**config.mk**
```make
export PLATFORM = sky130hd
export DESIGN_NAME = uart_core_p
export DESIGN_NICKNAME = d
export VERILOG_FILES = /design/src/rtl/uart_core_p.sv
export SDC_FILE = /design/constraint.sdc
export NUM_CORES = 1
export LEC_CHECK = 0
export CAP_MARGIN = 20
export CORE_UTILIZATION = 53
export CTS_CLUSTER_DIAMETER = 100
export DETAILED_ROUTE_END_ITERATION = 8
export PLACE_DENSITY_LB_ADDON = 0.25
export SLEW_MARGIN = 20
export SYNTH_ARGS = -nofsm -noshare
export SYNTH_HDL_FRONTEND = slang
export SYNTH_SLANG_ARGS = --single-unit
```
**constraint.sdc**
```tcl
create_clock -name clk -period 3.5 [get_ports clk]
set_input_delay 0.7 -clock clk [delete_from_list [all_inputs] [get_ports clk]]
set_output_delay 0.7 -clock clk [all_outputs]
set_load 0.05 [all_outputs]
```
**src/rtl/uart_core_p.sv**
```systemverilog
// Full-duplex UART with runtime baud divisor, configurable frame format,
// RX/TX FIFOs and sticky error flags.
module uart_core_p #(
  parameter int DIV_W     = 13,
  parameter int DATA_BITS = 8,
  parameter int PARITY    = 0,
  parameter int STOP_BITS = 1,
  parameter int FIFO_AW   = 3
) (
  input  logic               clk,
  input  logic               rst_n,
  input  logic [DIV_W-1:0]   baud_div,
  input  logic               rx,
  output logic               tx,
  input  logic               rx_rden,
  output logic [7:0]         rx_rdata,
  output logic               rx_dvalid,
  output logic               rx_full,
  output logic [FIFO_AW:0]   rx_count,
  input  logic [7:0]         tx_wdata,
  input  logic               tx_wten,
  output logic               tx_full,
  output logic [FIFO_AW:0]   tx_count,
  output logic               tx_busy,
  input  logic               err_clr,
  output logic               err_frame,
  output logic               err_parity,
  output logic               err_overrun
);

  localparam int DEPTH = 1 << FIFO_AW;
  localparam logic [FIFO_AW:0] FULL_CNT = (FIFO_AW+1)'(DEPTH);
  localparam logic [2:0] LAST_BIT = 3'(DATA_BITS - 1);
  localparam logic [DIV_W-1:0] CNT_ONE = DIV_W'(1);

  typedef enum logic [2:0] {RX_IDLE, RX_START, RX_DATA, RX_PAR, RX_STOP} rx_state_t;
  typedef enum logic [2:0] {TX_IDLE, TX_START, TX_DATA, TX_PAR, TX_STOP} tx_state_t;

  // RX input conditioning: synchroniser, 5-tap history and majority vote
  logic [1:0] rx_sync;
  logic [4:0] rx_taps;
  logic [2:0] rx_ones;
  logic       rx_sample;
  logic       rx_fall;

  always_ff @(posedge clk or negedge rst_n) begin
    if (!rst_n) begin
      rx_sync <= 2'b11;
      rx_taps <= 5'b11111;
    end else begin
      rx_sync <= {rx_sync[0], rx};
      rx_taps <= {rx_taps[3:0], rx_sync[1]};
    end
  end

  always_comb begin
    rx_ones   = 3'(rx_taps[0]) + 3'(rx_taps[1]) + 3'(rx_taps[2])
              + 3'(rx_taps[3]) + 3'(rx_taps[4]);
    rx_sample = (rx_ones >= 3'd3);
    rx_fall   = rx_taps[0] & ~rx_sync[1];
  end

  rx_state_t              rx_state;
  logic [DIV_W-1:0]       rx_cnt;
  logic [DIV_W-1:0]       rx_div;
  logic [2:0]             rx_bit;
  logic [DATA_BITS-1:0]   rx_shift;
  logic                   rx_par_bit;
  logic                   rx_push_req;
  logic                   rx_push_par_err;
  logic                   rx_frame_err;

  // Frame results are registered pulses consumed by the FIFO and flags next cycle
  always_ff @(posedge clk or negedge rst_n) begin
    if (!rst_n) begin
      rx_state        <= RX_IDLE;
      rx_cnt          <= '0;
      rx_div          <= '0;
      rx_bit          <= '0;
      rx_shift        <= '0;
      rx_par_bit      <= 1'b0;
      rx_push_req     <= 1'b0;
      rx_push_par_err <= 1'b0;
      rx_frame_err    <= 1'b0;
    end else begin
      rx_push_req  <= 1'b0;
      rx_frame_err <= 1'b0;
      case (rx_state)
        RX_IDLE: begin
          if (rx_fall) begin
            rx_cnt   <= baud_div >> 1;
            rx_div   <= baud_div;
            rx_state <= RX_START;
          end
        end
        default: begin
          if (rx_cnt == CNT_ONE) begin
            rx_cnt <= rx_div;
            case (rx_state)
              RX_START: begin
                if (rx_sample) begin
                  rx_state <= RX_IDLE;
                end else begin
                  rx_state <= RX_DATA;
                  rx_bit   <= '0;
                end
              end
              RX_DATA: begin
                rx_shift <= {rx_sample, rx_shift[DATA_BITS-1:1]};
                if (rx_bit == LAST_BIT) begin
                  rx_state <= (PARITY != 0) ? RX_PAR : RX_STOP;
                end else begin
                  rx_bit <= rx_bit + 3'd1;
                end
              end
              RX_PAR: begin
                rx_par_bit <= rx_sample;
                rx_state   <= RX_STOP;
              end
              RX_STOP: begin
                if (rx_sample) begin
                  rx_push_req     <= 1'b1;
                  rx_push_par_err <= (PARITY != 0) &&
                    (rx_par_bit != ((PARITY == 2) ? ^rx_shift : ~^rx_shift));
                end else begin
                  rx_frame_err <= 1'b1;
                end
                rx_state <= RX_IDLE;
              end
              default: rx_state <= RX_IDLE;
            endcase
          end else begin
            rx_cnt <= rx_cnt - CNT_ONE;
          end
        end
      endcase
    end
  end

  // RX FIFO: a pop frees the slot so a full FIFO still accepts a same-cycle push
  logic [DATA_BITS-1:0] rx_mem [DEPTH];
  logic [FIFO_AW-1:0]   rx_wr;
  logic [FIFO_AW-1:0]   rx_rd;
  logic                 rx_pop;
  logic                 rx_push;
  logic                 rx_ovr;

  always_comb begin
    rx_dvalid = (rx_count != '0);
    rx_full   = (rx_count == FULL_CNT);
    rx_pop    = rx_rden && rx_dvalid;
    rx_push   = rx_push_req && (!rx_full || rx_pop);
    rx_ovr    = rx_push_req && rx_full && !rx_pop;
    rx_rdata  = '0;
    if (rx_dvalid) rx_rdata[DATA_BITS-1:0] = rx_mem[rx_rd];
  end

  always_ff @(posedge clk) begin
    if (rx_push) rx_mem[rx_wr] <= rx_shift;
  end

  always_ff @(posedge clk or negedge rst_n) begin
    if (!rst_n) begin
      rx_wr    <= '0;
      rx_rd    <= '0;
      rx_count <= '0;
    end else begin
      if (rx_push) rx_wr <= rx_wr + 1'b1;
      if (rx_pop)  rx_rd <= rx_rd + 1'b1;
      rx_count <= rx_count + (FIFO_AW+1)'(rx_push) - (FIFO_AW+1)'(rx_pop);
    end
  end

  // TX FIFO
  logic [DATA_BITS-1:0] tx_mem [DEPTH];
  logic [FIFO_AW-1:0]   tx_wr;
  logic [FIFO_AW-1:0]   tx_rd;
  logic                 tx_push;
  logic                 tx_pop;
  logic                 tx_ovr;
  logic [DATA_BITS-1:0] tx_head;

  tx_state_t            tx_state;
  logic [DIV_W-1:0]     tx_cnt;
  logic [DIV_W-1:0]     tx_div;
  logic [2:0]           tx_bit;
  logic [DATA_BITS-1:0] tx_shift;
  logic                 tx_par;
  logic                 tx_stop_idx;
  logic                 tx_last_stop;

  always_comb begin
    tx_full      = (tx_count == FULL_CNT);
    tx_push      = tx_wten && !tx_full;
    tx_ovr       = tx_wten && tx_full;
    tx_head      = tx_mem[tx_rd];
    tx_last_stop = (STOP_BITS == 1) || tx_stop_idx;
    tx_pop       = (tx_count != '0) &&
                   ((tx_state == TX_IDLE) ||
                    ((tx_state == TX_STOP) && (tx_cnt == CNT_ONE) && tx_last_stop));
    tx_busy      = (tx_state != TX_IDLE);
  end

  always_ff @(posedge clk) begin
    if (tx_push) tx_mem[tx_wr] <= tx_wdata[DATA_BITS-1:0];
  end

  always_ff @(posedge clk or negedge rst_n) begin
    if (!rst_n) begin
      tx_wr    <= '0;
      tx_rd    <= '0;
      tx_count <= '0;
    end else begin
      if (tx_push) tx_wr <= tx_wr + 1'b1;
      if (tx_pop)  tx_rd <= tx_rd + 1'b1;
      tx_count <= tx_count + (FIFO_AW+1)'(tx_push) - (FIFO_AW+1)'(tx_pop);
    end
  end

  // A pop always starts a new frame, which also chains frames with no idle gap
  always_ff @(posedge clk or negedge rst_n) begin
    if (!rst_n) begin
      tx_state    <= TX_IDLE;
      tx          <= 1'b1;
      tx_cnt      <= '0;
      tx_div      <= '0;
      tx_bit      <= '0;
      tx_shift    <= '0;
      tx_par      <= 1'b0;
      tx_stop_idx <= 1'b0;
    end else if (tx_pop) begin
      tx_state <= TX_START;
      tx       <= 1'b0;
      tx_cnt   <= baud_div;
      tx_div   <= baud_div;
      tx_shift <= tx_head;
      tx_par   <= (PARITY == 2) ? ^tx_head : ~^tx_head;
    end else begin
      case (tx_state)
        TX_IDLE: tx <= 1'b1;
        default: begin
          if (tx_cnt == CNT_ONE) begin
            tx_cnt <= tx_div;
            case (tx_state)
              TX_START: begin
                tx_state <= TX_DATA;
                tx       <= tx_shift[0];
                tx_bit   <= '0;
              end
              TX_DATA: begin
                if (tx_bit == LAST_BIT) begin
                  if (PARITY != 0) begin
                    tx_state <= TX_PAR;
                    tx       <= tx_par;
                  end else begin
                    tx_state    <= TX_STOP;
                    tx          <= 1'b1;
                    tx_stop_idx <= 1'b0;
                  end
                end else begin
                  tx_bit   <= tx_bit + 3'd1;
                  tx       <= tx_shift[1];
                  tx_shift <= tx_shift >> 1;
                end
              end
              TX_PAR: begin
                tx_state    <= TX_STOP;
                tx          <= 1'b1;
                tx_stop_idx <= 1'b0;
              end
              TX_STOP: begin
                if (tx_last_stop) begin
                  tx_state <= TX_IDLE;
                end else begin
                  tx_stop_idx <= 1'b1;
                end
                tx <= 1'b1;
              end
              default: begin
                tx_state <= TX_IDLE;
                tx       <= 1'b1;
              end
            endcase
          end else begin
            tx_cnt <= tx_cnt - CNT_ONE;
          end
        end
      endcase
    end
  end

  // Sticky flags: a new error in the clearing cycle keeps the flag set
  always_ff @(posedge clk or negedge rst_n) begin
    if (!rst_n) begin
      err_frame   <= 1'b0;
      err_parity  <= 1'b0;
      err_overrun <= 1'b0;
    end else begin
      if (rx_frame_err)      err_frame <= 1'b1;
      else if (err_clr)      err_frame <= 1'b0;
      if (rx_push_req && rx_push_par_err) err_parity <= 1'b1;
      else if (err_clr)      err_parity <= 1'b0;
      if (rx_ovr || tx_ovr)  err_overrun <= 1'b1;
      else if (err_clr)      err_overrun <= 1'b0;
    end
  end

endmodule
```
==> flow_metrics.env <==
export IMPL_cts_made_buffers=25
export IMPL_grt_start_max_net_pins=65
export IMPL_dpl_hpwl_um=14600
export IMPL_timing_rr_end="rx_bit[0]"
export IMPL_synth_top_cell_by_area="edfxtp_1"
export IMPL_slowest_stage="dfrtp_1"
export IMPL_grt_pass1_wl_um=35300
export IMPL_hold_class="primary input to async pin"
export IMPL_row_count=51
export IMPL_synth_cell_area_mm2=0.0106
export IMPL_path_clk_slew_ns=0.06
export IMPL_ir_worst_vdd_mv=0.415
export IMPL_grt_antenna_before_repair=1
export IMPL_synthArstFlopShare=0.467
export IMPL_dr_pass1_iters=5
export IMPL_clock_skew_ns=0.00750
export IMPL_grt_usage=0.224
export IMPL_syn_num_nets=836
export IMPL_total_power_mw=9.23
export IMPL_vias_per_cell=5.81
export IMPL_yosys_most_used_dff="edfxtp_1"
export IMPL_dieWidth_um=144
export IMPL_tightest_slew_ns=0.846
export IMPL_finalWorstSetupSlack_ns=0.161
export IMPL_critPathKind="flop to output pin"
export IMPL_grt_pass1_vias=6477
export IMPL_synth_distinct_cells=65
export IMPL_worst_ep_arrival_time_ns=2.64
export IMPL_r2r_start="rx_taps[0]"
export IMPL_power_per_cell_area_mw_per_mm2=753
export IMPL_place_area_mm2=0.0115
export IMPL_layout_commonest_cell="edfxtp_1"
export IMPL_status="finished clean"
export IMPL_cp_cell_sequence="mux4_2, mux2i_1, nor2_1, clkdlybuf4s50_1"
export IMPL_root_buffer="clkbuf_16"
export IMPL_cp_required_ns=2.80
export IMPL_coreArea_mm2=0.0196
export IMPL_area_delta_synth_final_pct=15.1
export IMPL_hold_buffers=0
export IMPL_die_area_mm2=0.0206
export IMPL_synth_edff_count=128
export IMPL_fin_area_mm2=0.0122
export IMPL_drive_gt1_frac=0.166
export IMPL_slew_headroom=0.436
export IMPL_gr_total_overflow=0
export IMPL_crit_buf_inv=1
export IMPL_rrSetupSlack_ns=0.73
export IMPL_die_y_um=144
export IMPL_drt_total_wl_um=21700
export IMPL_start_util=0.543
export IMPL_wl_per_cell_um=19.3
export IMPL_setup_tns_final_ns=0
export IMPL_max_stage_delay_ns=0.78
export IMPL_postSynthCellCount=780
export IMPL_diodes=0
export IMPL_crit_path_max_fanout=18
export IMPL_synth_top_cell_area_share=0.361
export IMPL_pin_count=51
export IMPL_fillers=1483
export IMPL_cts_tree="done"
export IMPL_clockBufferDepth=3
export IMPL_hold_violations=0
export IMPL_drt_iter0_markers=524
export IMPL_ys_seq_elements=240
export IMPL_htree_num_levels=1
export IMPL_clock_sinks=240
export IMPL_rsz0062_at_grt="no"
export IMPL_mostFrequentLayoutCells="edfxtp_1, dfrtp_1, nand2_1"
export IMPL_fmax_mhz=300
export IMPL_end_kind="output pin"
export IMPL_ff2ff_path_depth=9
export IMPL_num_nets_final=896
export IMPL_finalCriticalPeriod_ns=3.34
export IMPL_clkLatencyLatePin_ns=0.52
export IMPL_drc_errors=0
export IMPL_synthTopCellsByArea="edfxtp_1, dfrtp_1, mux4_2"
export IMPL_crit_family="flip-flops"
export IMPL_yosysWarnings=0
export IMPL_holdWs_ns=0.297
export IMPL_vias=6526
export IMPL_drv_slew=0
export IMPL_setup_viol=0
export IMPL_portBuffers=49
export IMPL_gp_congestion=0.856
export IMPL_maxCapViolCount=0
export IMPL_worstSetupStartpointType="flop"
export IMPL_cts_resized=0
export IMPL_syn_area_per_cell_um2=13.6
export IMPL_cts_setup_buffers=0
export IMPL_place_ws_ns=0.573
export IMPL_synth_seq_area_share=0.626
export IMPL_post_route_period_util=0.954
export IMPL_drt_antenna_violating_nets=0
export IMPL_leakage_nw=4.82
## report_power, final
| part | switching [mW] | internal [mW] |
|---|---|---|
| Clock | 1.04 | 1.41 |
| Sequential | 0.549 | 3.54 |
| Combinational | 1.46 | 1.23 |
| Total | 3.04 | 6.18 |
## kinds of logic (layout without fill, tap and decap cells)
| family | count (synthesis) | count (layout) | synth area share |
|---|---|---|---|
| AOI/OAI and AO/OA | 109 | 109 | 0.0720 |
| xor gates and xnor gates | 18 | 18 | 0.0148 |
| buffers and inverters | 74 | 153 | 0.0273 |
| and+or+nand+nor | 223 | 223 | 0.101 |
| muxes | 86 | 86 | 0.122 |
| other | 1 | 1 | 0.000352 |
| DFF | 240 | 240 | 0.626 |
| adders and majority gates | 29 | 29 | 0.0369 |
## stage by stage
step                       util  cells
final                     0.625   1124
after detailed placement  0.587   1078
after global routing      0.625   1124
after CTS                 0.625   1124
after floorplan               -    780
after global placement    0.587   1078
## sequential cells by signal, summed over array words and instances (netlist names), 2 cells and up
register and cells:
rx_bit 3, rx_cnt 13, rx_count 4, rx_div 13, rx_mem 64, rx_rd 3
rx_shift 8, rx_state 3, rx_sync 2, rx_taps 5, rx_wr 3, tx_bit 3
tx_cnt 13, tx_count 4, tx_div 13, tx_mem 64, tx_rd 3, tx_shift 8
tx_state 3, tx_wr 3
## per-layer routing
layer | up-vias | routed length, um | track usage
met5 | - | 15 | 0
met4 | 2 | 570 | 0.0705
met3 | 52 | 1110 | 0.0403
met2 | 166 | 10600 | 0.364
met1 | 3304 | 9420 | 0.309
li1 | 3002 | - | -
## Yosys cell counts (all sizes together), types with 4 or more instances
| cell | instances |
|---|---|
| nand3 | 9 |
| edfxtp | 128 |
| o22ai | 8 |
| o21ai | 26 |
| nor4b | 6 |
| clkbuf | 25 |
| nor3b | 8 |
| nand2 | 94 |
| a31oi | 6 |
| mux2 | 29 |
| nand2b | 10 |
| inv | 35 |
| xnor2 | 14 |
| ha | 25 |
| xor2 | 4 |
| buf | 13 |
| dfstp | 8 |
| or3 | 7 |
| o211ai | 6 |
| mux2i | 25 |
| mux4 | 32 |
| nor3 | 19 |
| nor2b | 6 |
| dfrtp | 104 |
| a21o | 6 |
| o2111ai | 7 |
| o221a | 7 |
| nor2 | 48 |
| fa | 4 |
| a21oi | 14 |
## area by class of cell
type | instances | area (um2) | share of cell area
multi-input cells | 466 | 3700 | 0.302
flip-flops and latches | 240 | 6660 | 0.544
clock buffers | 35 | 673 | 0.0550
repair buffers | 71 | 668 | 0.0546
well taps | 265 | 332 | 0.0271
clock inverters | 11 | 77.6 | 0.00634
inverters | 36 | 135 | 0.0110
## worst max path at each step
stage | startpoint | to | slack [ns] | cells after the start
after floorplan | tx_count[2] | tx_count[2] | 0.27 | 14
after global placement | tx_wten | tx_count[1] | 0.66 | 9
after detailed placement | tx_wten | tx_count[2] | 0.57 | 9
after CTS | rx_rd[0] | rx_rdata[2] | 0.11 | 5
after global routing | rx_rd[0] | rx_rdata[1] | 0.03 | 5
final | rx_rd[1] | rx_rdata[1] | 0.16 | 4
Note: power is estimated with default switching activity, not from simulation.
